## src/rtl/pe_rx_sink_pkg.sv

```systemverilog
// Shared mesh definitions: flit field layout, node count and receive FSM encoding.
package pe_rx_sink_pkg;

  localparam int NODE_NUM    = 8;
  localparam int SRC_LSB     = 29;
  localparam int SRC_W       = 3;
  localparam int DST_LSB     = 26;
  localparam int DST_W       = 3;
  localparam int SEQ_LSB     = 16;
  localparam int SEQ_FIELD_W = 10;
  localparam int TS_LSB      = 0;
  localparam int TS_FIELD_W  = 16;

  typedef enum logic [1:0] {
    RX_IDLE = 2'd0,
    RX_RUN  = 2'd1,
    RX_DONE = 2'd2
  } rx_state_e;

endpackage

```

## src/rtl/pe_rx_sink_if.sv

```systemverilog
// Router LOCAL output port towards the PE: flit plus valid, no backpressure.
interface pe_rx_sink_if #(
  parameter int DATA_WIDTH = 32
);
  logic [DATA_WIDTH-1:0] data_r2p;
  logic                  valid_r2p;

  modport master (output data_r2p, output valid_r2p);
  modport slave  (input  data_r2p, input  valid_r2p);
endinterface

```

## src/rtl/pe_rx_stats.sv

```systemverilog
// Latency accumulator: running min, max and saturating 32-bit sum, with synchronous clear.
module pe_rx_stats #(
  parameter int TS_W = 16
) (
  input  logic            clk,
  input  logic            rst_n,
  input  logic            clr,
  input  logic            upd,
  input  logic [TS_W-1:0] lat,
  output logic [TS_W-1:0] latency_min,
  output logic [TS_W-1:0] latency_max,
  output logic [31:0]     latency_sum
);

  function automatic logic [31:0] sat_add32(input logic [31:0] a, input logic [TS_W-1:0] b);
    logic [32:0] s;
    s = {1'b0, a} + 33'(b);
    return s[32] ? 32'hFFFF_FFFF : s[31:0];
  endfunction

  always_ff @(posedge clk or negedge rst_n) begin
    if (!rst_n) begin
      latency_min <= '1;
      latency_max <= '0;
      latency_sum <= '0;
    end else if (clr) begin
      latency_min <= '1;
      latency_max <= '0;
      latency_sum <= '0;
    end else if (upd) begin
      if (lat < latency_min) latency_min <= lat;
      if (lat > latency_max) latency_max <= lat;
      latency_sum <= sat_add32(latency_sum, lat);
    end
  end

endmodule

```

## src/rtl/pe_rx_sink.sv

```systemverilog
// Receive half of a mesh PE: counts packets, checks routing and latency, flags task completion.
// Optional per-source sequence checking is built when RX_SEQ_CHECK_EN is defined.
module pe_rx_sink
  import pe_rx_sink_pkg::*;
#(
  parameter int DATA_WIDTH = 32,
  parameter int NODE_ID    = 0,
  parameter int SEQ_W      = 10,
  parameter int TS_W       = 16
) (
  input  logic             clk,
  input  logic             rst_n,
  input  logic             enable,
  input  logic [15:0]      receive_num,
  input  logic             flush,
  input  logic [TS_W-1:0]  cur_time,
  pe_rx_sink_if.slave      rx,
  output logic             task_receive_finish_flag,
  output logic [15:0]      recv_count,
  output logic             so_retrsreq_receive_flag,
  output logic [SEQ_W+2:0] so_retrsreq_receive_num,
  output logic [TS_W-1:0]  latency_min,
  output logic [TS_W-1:0]  latency_max,
  output logic [31:0]      latency_sum,
  output logic             err_flag
);

  function automatic logic [15:0] sat_inc16(input logic [15:0] v);
    return (v == 16'hFFFF) ? v : v + 16'd1;
  endfunction

  logic [DATA_WIDTH-1:0] flit;
  rx_state_e             state_q, state_d;
  logic                  capture, count_en, late, misroute;
  logic [15:0]           count_nxt;
  logic                  vld_p1;
  logic [DST_W-1:0]      dst_p1;
  logic [TS_W-1:0]       lat_p1;

  assign flit = rx.data_r2p;
  // Once DONE, flits are still taken in so that late arrivals can be flagged.
  assign capture = rx.valid_r2p & ~flush & (enable | (state_q == RX_DONE));

  // ---- S1: register flit fields and compute wrap-safe latency ----
  always_ff @(posedge clk or negedge rst_n) begin
    if (!rst_n) vld_p1 <= 1'b0;
    else        vld_p1 <= capture;
  end

  always_ff @(posedge clk) begin
    if (capture) begin
      dst_p1 <= flit[DST_LSB +: DST_W];
      lat_p1 <= cur_time - TS_W'(flit[TS_LSB +: TS_FIELD_W]);
    end
  end

  // ---- S2: statistics, error tracking and completion ----
  assign count_en  = vld_p1 & (state_q != RX_DONE);
  assign late      = vld_p1 & (state_q == RX_DONE);
  assign misroute  = count_en & (dst_p1 != DST_W'(NODE_ID));
  assign count_nxt = sat_inc16(recv_count);

  always_ff @(posedge clk or negedge rst_n) begin
    if (!rst_n) state_q <= RX_IDLE;
    else        state_q <= state_d;
  end

  always_comb begin
    state_d = state_q;
    case (state_q)
      RX_IDLE: if (enable) state_d = (receive_num == 16'd0) ? RX_DONE : RX_RUN;
      RX_RUN:  if (count_en && (count_nxt == receive_num)) state_d = RX_DONE;
      default: state_d = state_q;
    endcase
    if (flush) state_d = RX_IDLE;
  end

  always_ff @(posedge clk or negedge rst_n) begin
    if (!rst_n) begin
      recv_count <= '0;
      err_flag   <= 1'b0;
    end else if (flush) begin
      recv_count <= '0;
      err_flag   <= 1'b0;
    end else begin
      if (count_en)         recv_count <= count_nxt;
      if (late || misroute) err_flag   <= 1'b1;
    end
  end

  assign task_receive_finish_flag = (state_q == RX_DONE);

  pe_rx_stats #(.TS_W(TS_W)) u_stats (
    .clk         (clk),
    .rst_n       (rst_n),
    .clr         (flush),
    .upd         (count_en),
    .lat         (lat_p1),
    .latency_min (latency_min),
    .latency_max (latency_max),
    .latency_sum (latency_sum)
  );

`ifdef RX_SEQ_CHECK_EN
  logic [SRC_W-1:0] src_p1;
  logic [SEQ_W-1:0] seq_p1;
  logic [SEQ_W-1:0] exp_q [NODE_NUM];
  logic             gap;

  always_ff @(posedge clk) begin
    if (capture) begin
      src_p1 <= flit[SRC_LSB +: SRC_W];
      seq_p1 <= flit[SEQ_LSB +: SEQ_W];
    end
  end

  assign gap = count_en & (seq_p1 != exp_q[src_p1]);

  // Expected sequence always resyncs to the received one, so a gap is reported once.
  always_ff @(posedge clk or negedge rst_n) begin
    if (!rst_n) begin
      for (int i = 0; i < NODE_NUM; i++) exp_q[i] <= '0;
      so_retrsreq_receive_flag <= 1'b0;
      so_retrsreq_receive_num  <= '0;
    end else if (flush) begin
      for (int i = 0; i < NODE_NUM; i++) exp_q[i] <= '0;
      so_retrsreq_receive_flag <= 1'b0;
      so_retrsreq_receive_num  <= '0;
    end else begin
      so_retrsreq_receive_flag <= gap;
      if (gap)      so_retrsreq_receive_num <= {src_p1, exp_q[src_p1]};
      if (count_en) exp_q[src_p1] <= seq_p1 + SEQ_W'(1);
    end
  end
`else
  logic unused_fields;
  assign unused_fields            = ^{flit[SRC_LSB +: SRC_W], flit[SEQ_LSB +: SEQ_W]};
  assign so_retrsreq_receive_flag = 1'b0;
  assign so_retrsreq_receive_num  = '0;
`endif

endmodule

```

## src/flat_wrapper.sv

```systemverilog
// flat-port wrapper written by rule: the top's interface ports become plain ports
module pe_rx_sink_flat import pe_rx_sink_pkg::*;
#(
  parameter int DATA_WIDTH = 32,
  parameter int NODE_ID    = 0,
  parameter int SEQ_W      = 10,
  parameter int TS_W       = 16
)
  (clk, rst_n, enable, receive_num, flush, cur_time, task_receive_finish_flag, recv_count, so_retrsreq_receive_flag, so_retrsreq_receive_num, latency_min, latency_max, latency_sum, err_flag, rx_data_r2p, rx_valid_r2p);
  pe_rx_sink_if #(.DATA_WIDTH(DATA_WIDTH)) rx_i ();
  input  logic clk;
  input  logic rst_n;
  input  logic enable;
  input  logic [15:0] receive_num;
  input  logic flush;
  input  logic [TS_W-1:0] cur_time;
  output logic task_receive_finish_flag;
  output logic [15:0] recv_count;
  output logic so_retrsreq_receive_flag;
  output logic [SEQ_W+2:0] so_retrsreq_receive_num;
  output logic [TS_W-1:0] latency_min;
  output logic [TS_W-1:0] latency_max;
  output logic [31:0] latency_sum;
  output logic err_flag;
  input wire logic [$bits(rx_i.data_r2p)-1:0] rx_data_r2p;
  input wire logic [$bits(rx_i.valid_r2p)-1:0] rx_valid_r2p;
  assign rx_i.data_r2p = rx_data_r2p;
  assign rx_i.valid_r2p = rx_valid_r2p;
  pe_rx_sink #(.DATA_WIDTH(DATA_WIDTH), .NODE_ID(NODE_ID), .SEQ_W(SEQ_W), .TS_W(TS_W)) u_core (.clk(clk), .rst_n(rst_n), .enable(enable), .receive_num(receive_num), .flush(flush), .cur_time(cur_time), .rx(rx_i), .task_receive_finish_flag(task_receive_finish_flag), .recv_count(recv_count), .so_retrsreq_receive_flag(so_retrsreq_receive_flag), .so_retrsreq_receive_num(so_retrsreq_receive_num), .latency_min(latency_min), .latency_max(latency_max), .latency_sum(latency_sum), .err_flag(err_flag));
endmodule
```

## config.mk

```make
export PLATFORM = sky130hd
export DESIGN_NAME = pe_rx_sink_flat
export DESIGN_NICKNAME = d
export VERILOG_FILES = /design/src/rtl/pe_rx_sink_pkg.sv /design/src/rtl/pe_rx_sink_if.sv /design/src/rtl/pe_rx_stats.sv /design/src/rtl/pe_rx_sink.sv /design/src/flat_wrapper.sv
export SDC_FILE = /design/constraint.sdc
export NUM_CORES = 1
export LEC_CHECK = 0
export ABC_AREA = 0
export CAP_MARGIN = 20
export CORE_MARGIN = 2
export CORE_UTILIZATION = 48
export CTS_BUF_LIST = sky130_fd_sc_hd__clkbuf_4 sky130_fd_sc_hd__clkbuf_8
export DETAILED_ROUTE_END_ITERATION = 8
export GPL_TIMING_DRIVEN = 0
export PLACE_DENSITY = 0.8
export SETUP_SLACK_MARGIN = 0.4
export SLEW_MARGIN = 20
export SYNTH_ARGS = -nofsm -noshare
export SYNTH_HDL_FRONTEND = slang
export SYNTH_SLANG_ARGS = --single-unit
```

## constraint.sdc

```tcl
create_clock -name clk -period 2.8 [get_ports clk]
set_clock_uncertainty 0.15 [all_clocks]
set_input_delay 0.28 -clock clk [delete_from_list [all_inputs] [get_ports clk]]
set_output_delay 0.28 -clock clk [all_outputs]
set_load 0.02 [all_outputs]
```

Word level (Yosys, flattened, before mapping)
Cells that the tools add are included.

cells by class
  $add $sub $neg = 3
  order comparisons = 2
  eq/ne operators = 7
  muxes and demuxes = 19
  bitwise gates (word level) = 7
  reduce and logical (&&, ||, !) cells = 13

operators with widths
  operator                 number
  $mux W16                 9
  $mux W32                 3
  $add A32 B16 Y33         1
  $add A16 B1 Y16 const B  1
  $eq A16 B16 Y1           1
  $eq A16 B16 Y1 const B   1
  $gt A16 B16 Y1           1
  $logic_not A16 Y1        1
  $lt A16 B16 Y1           1
  $sub A16 B16 Y16         1
  $mux W2                  4
  $reduce_bool A2 Y1       4
  $reduce_bool A3 Y1       2
  $and A1 B1 Y1            5
  $pmux W2 S2              1
  $reduce_and A2 Y1        2
  $ne A3 B2 Y1 const B     1
  $ne A3 B3 Y1 const B     1
  $reduce_and A3 Y1        1
  $eq A2 B1 Y1 const B     1
  $eq A2 B2 Y1 const B     1
  $logic_not A2 Y1         1
  $mux W1                  2
  $ne A2 B2 Y1 const B     1
  4 further kinds          4

word-level totals
  bits in registers = 103
  input port bits = 69
  word-level logic and storage cells = 60

Depth between registers and ports, before layout
  depth in word-level cells = 7
  gate-level depth with buffers = 11
  gate-level depth less buffers = 11

Hierarchy
A second synthesis with hierarchy kept.

unflattened totals
  cells, all modules = 847
  area, all modules = 7830.0 um^2

by module, submodules not included
  module       times used  cells an instance  area each (um^2)  seq. area each (um^2)
  pe_rx_stats  1           526                4844.6            1621.6
  pe_rx_sink   1           321                2985.4            1071.0

Worst setup path before layout
Ideal clock, no wire load.

  kind = flip-flop to flip-flop
  from = register u_core.u_stats.latency_sum[0]
  to = register u_core.u_stats.latency_sum[31]
  setup time = 0.132 ns
  arrival = 2.671 ns
  required time = 2.518 ns
  path slack = -0.153 ns
  cell stages (with the launch flop) = 12
  clock period less this slack = 2.953 ns
  cell sequence = dfrtp_1 -> ha_1 -> fa_1 -> a211oi_1 -> o211ai_1 -> a2111oi_2 -> o31ai_1 -> nand4_1 -> buf_2 -> nand2_1 -> mux2i_1 -> nor2_1

on the way
  longest elaborated chain between the ends = 4

RTL lines
  item                    line               RTL
  start, declared         pe_rx_stats.sv:12  output logic [31:0] latency_sum
  start signal, assigned  pe_rx_stats.sv:33  latency_sum <= sat_add32(latency_sum, lat);
  $add A32 B16 Y33        pe_rx_stats.sv:17  s = {1'b0, a} + 33'(b);
  $mux W32                pe_rx_stats.sv:18  return s[32] ? 32'hFFFF_FFFF : s[31:0];
  $mux W32                pe_rx_stats.sv:30  end else if (upd) begin
  $mux W32                pe_rx_stats.sv:26  end else if (clr) begin

Every way passes these cells. The select of a mux whose other input is x is not followed.
A chain may end at the register's enable or synchronous reset.

Worst setup path after layout
  from = register u_core.lat_p1[0]
  to = register u_core.u_stats.latency_sum[17]

on the way
  longest elaborated chain between the ends = 4

RTL lines
  item                    line               RTL
  start, declared         pe_rx_sink.sv:38   logic [TS_W-1:0] lat_p1;
  start signal, assigned  pe_rx_sink.sv:53   lat_p1 <= cur_time - TS_W'(flit[TS_LSB +: TS_FIELD_W]);
  $add A32 B16 Y33        pe_rx_stats.sv:17
  $mux W32                pe_rx_stats.sv:18
  $mux W32                pe_rx_stats.sv:30
  $mux W32                pe_rx_stats.sv:26

Every way passes these cells. The select of a mux whose other input is x is not followed.

==> results.cfg <==
[critical_path]
cp_cell_sequence = ha_4 -> fa_2 -> a211oi_2 -> o211ai_1 -> a2111oi_2 -> o31ai_2 -> nand4_1 -> buf_6 -> buf_6 -> and3_4 -> nor3_1
rr_endpoint = u_core.u_stats.latency_sum[17]$_DFFE_PN0P_
critPathRequiredTime_ns = 2.89
startpoint = u_core.lat_p1[0]$_DFFE_PP_
cp.depth = 11
crit_top_cell = buf_6
critPathCapture = u_core.u_stats.latency_sum[17]$_DFFE_PN0P_
max_stage_delay_ns = 0.48
cpLargestDelayFamily = compound AO/OA/AOI/OAI gates
arrival_ns = 3.05
crit_path_end_kind = flop
regToRegSetupSlack_ns = -0.16
critPathMaxFanout = 4
critical-path-slowest-cell = edfxtp_1
start_kind = flop
rr_startpoint = u_core.lat_p1[0]$_DFFE_PP_
cp.buffers_inverters = 2
critPathKind = flop to flop
reg2reg_depth = 11

[global_routing]
grt_pass1_vias = 7095
grt_max_degree = 59
grt_antenna_before_repair = 0
grt_pass1_wl_um = 36000
grt.overflow.total = 0
grt_use_total_pct = 28.0

[cts]
cts.sinks = 103
cts.htree.levels = 3
worstSkewPairLatency_ns = 0.39
cts_buffers = 9
cts_tree = done
cts_buffer_depth = 2
cts_root_buffer = clkbuf_8
clkTransAtPathRegs_ns = 0.10

[final_layout]
final_cells = 1263
drive_gt1_share_pct = 27.8
area_growth_pct = 48.0
layout_common_cells = clkdlybuf4s50_1 (122), buf_4 (88), nor2_1 (82)
final_common_cell = clkdlybuf4s50_1
antenna_cells = 0
utilization_pct = 72.2
layout.nets = 1204

[yosys]
ys_types = 68
synth_edf_count = 19
yosysSeqAreaShare_pct = 36.6
synth_area_um2 = 7350
synth_ff_type = dfrtp_1
synth_largest_area_cell = dfrtp_1
netlist_top_cells_area = dfrtp_1 (23%), ha_1 (11%), edfxtp_1 (7.8%)
avgSynthCellArea_um2 = 9.05
synth_top_area_share_pct = 23.1
synth_cells = 813
yosysWarnings = 0
ys_async_sr_fraction_pct = 81.6
ys_ff_latch = 103

[routing]
wl_um = 23600
first_pass_iters = 5
drc = 0
vias = 7337
wire_per_inst_um = 18.7
first_iter_violations = 603
ant_nets = 0
vias_per_cell = 5.81

[place]
dp_cells = 1152
portBuffers = 137
hpwl_um = 15800
gp_congestion = 0.951

[die]
coreArea_um2 = 15100
die_w_um = 128
fp.dieArea_um2 = 16300
io_pins = 165
initial_utilization_pct = 48.7
die_y_um = 128
row_count = 45

[job]
maxCapViolCount = 0

[power_and_ir_drop]
p_per_area_nw_per_um2 = 367
max-vdd-ir-drop_uv = 308
leakage_nw = 4.81

[run_status]
violations = setup timing
status = finished with violations

[timing]
finalHoldViolCount = 0
grt_setup_unrepaired = yes
period_needed_ns = 2.96
finalHoldWorstSlack_ns = 0.211
final-setup-viol-count = 26
fin_tns_setup_ns = -2.65
fmax_mhz = 338
worst_pin_slew_ns = 0.802
period_share_pct = 106
setup_ws_ns = -0.161
worst_slew_margin_rel_pct = 46.6
slew_viol_final = 0

[hold_path]
hold_path_class = primary input to asynchronous set/reset pin
-- cell usage after synthesis, types with 6 or more instances --
cell      count
a211oi_1      8
nand2_1      56
o21a_1        6
a21o_1       15
a31oi_1      10
clkbuf_1     19
nor2b_1       8
and3_1       18
nand3_1      23
nand4_1      15
ha_1         63
xnor2_1      27
inv_1        66
xor2_1       16
nor4_1        7
or3_1         6
buf_4        17
nor2_1       84
buf_2         8
nor3_1       19
edfxtp_1     19
nand2b_1      6
dfstp_2      16
a21oi_1      45
a311oi_1     24
o211ai_1     21
dfrtp_1      68
o21ai_0      31
mux2i_1      23
-- sequential cells by signal (all words and copies together), names as in the netlist --
| register | count |
|---|---|
| u_core.state_q | 2 |
| u_core.vld_p1 | 1 |
| u_core.lat_p1 | 16 |
| u_core.err_flag | 1 |
| u_core.u_stats.latency_max | 16 |
| u_core.u_stats.latency_min | 16 |
| u_core.u_stats.latency_sum | 32 |
| u_core.recv_count | 16 |
| u_core.dst_p1 | 3 |
-- worst min path at each step --
stage | start | end | slack (ns) | cells past startpoint
after floorplan | rst_n | u_core.err_flag$_DFFE_PN0P_ | -0.17 | 0
after global placement | u_core.u_stats.latency_min[0]$_DFFE_PN1P_ | u_core.u_stats.latency_min[0]$_DFFE_PN1P_ | 0.35 | 2
after detailed placement | rst_n | u_core.u_stats.latency_sum[20]$_DFFE_PN0P_ | 0.08 | 1
after CTS | rst_n | u_core.u_stats.latency_sum[20]$_DFFE_PN0P_ | 0.21 | 2
after global routing | rst_n | u_core.u_stats.latency_sum[20]$_DFFE_PN0P_ | 0.25 | 2
final | rst_n | u_core.u_stats.latency_sum[20]$_DFFE_PN0P_ | 0.21 | 2
-- kinds of logic (layout without fill, tap and decap cells) --
family / Yosys count / in the layout / synth area share (%)
AND/OR/NAND/NOR: 264 / 264 / 17.7
AO/OA/AOI/OAI: 201 / 201 / 19.1
buffers and inverters: 113 / 362 / 6.98
flip-flops: 103 / 103 / 36.6
adder cells (fa/ha/maj): 65 / 65 / 11.3
XOR/XNOR: 43 / 43 / 5.12
multiplexers: 23 / 23 / 3.13
other: 1 / 14 / 0.0510
-- through the flow --
step	setup WS (ns)	total power, W	instance area [um^2]
after detailed placement	-0.437	0.00265	9190
after global routing	-0.294	0.00416	10900
after CTS	-0.0569	0.00391	10600
final	-0.161	0.00399	10900
after global placement	-2.05	0.00262	9160
after floorplan	0.0836	0.00229	7560
-- area by class of cell --
class,instances,area (um^2)
clock inverters,6,109
inverters,67,251
flip-flops and latches,103,2710
plain buffers,46,354
multi-input cells,610,4860
repair buffers,233,2240
fillers,1059,4200
well taps,188,235
clock buffers,10,131
-- power breakdown --
group	internal (W)	total [W]	switching (W)	leakage, nW
sequential	0.00161	0.00168	0.0000665	1.26
clock	0.000603	0.00114	0.000537	0.124
combinational	0.000569	0.00117	0.000605	3.43
-- what timing repair did --
action                                  in CTS  in global routing
buffers inserted                            75                 15
hold buffers                                 1                  0
resized for setup                          139                 50
pin swaps                                   48                 39
gates cloned                                 3                  1
endpoints found under the setup margin      71                 72
hold endpoints to repair                    26                  0
-- metal layers --
layer	part of all wire, %	wire length (um)	global-route usage, %
met3	7.5	1760	5.72
met1	42	9950	36.4
met4	2.7	637	10.9
met5	0	0	0
met2	48	11300	45.9
No activity file was read; power rests on OpenSTA's default activity.
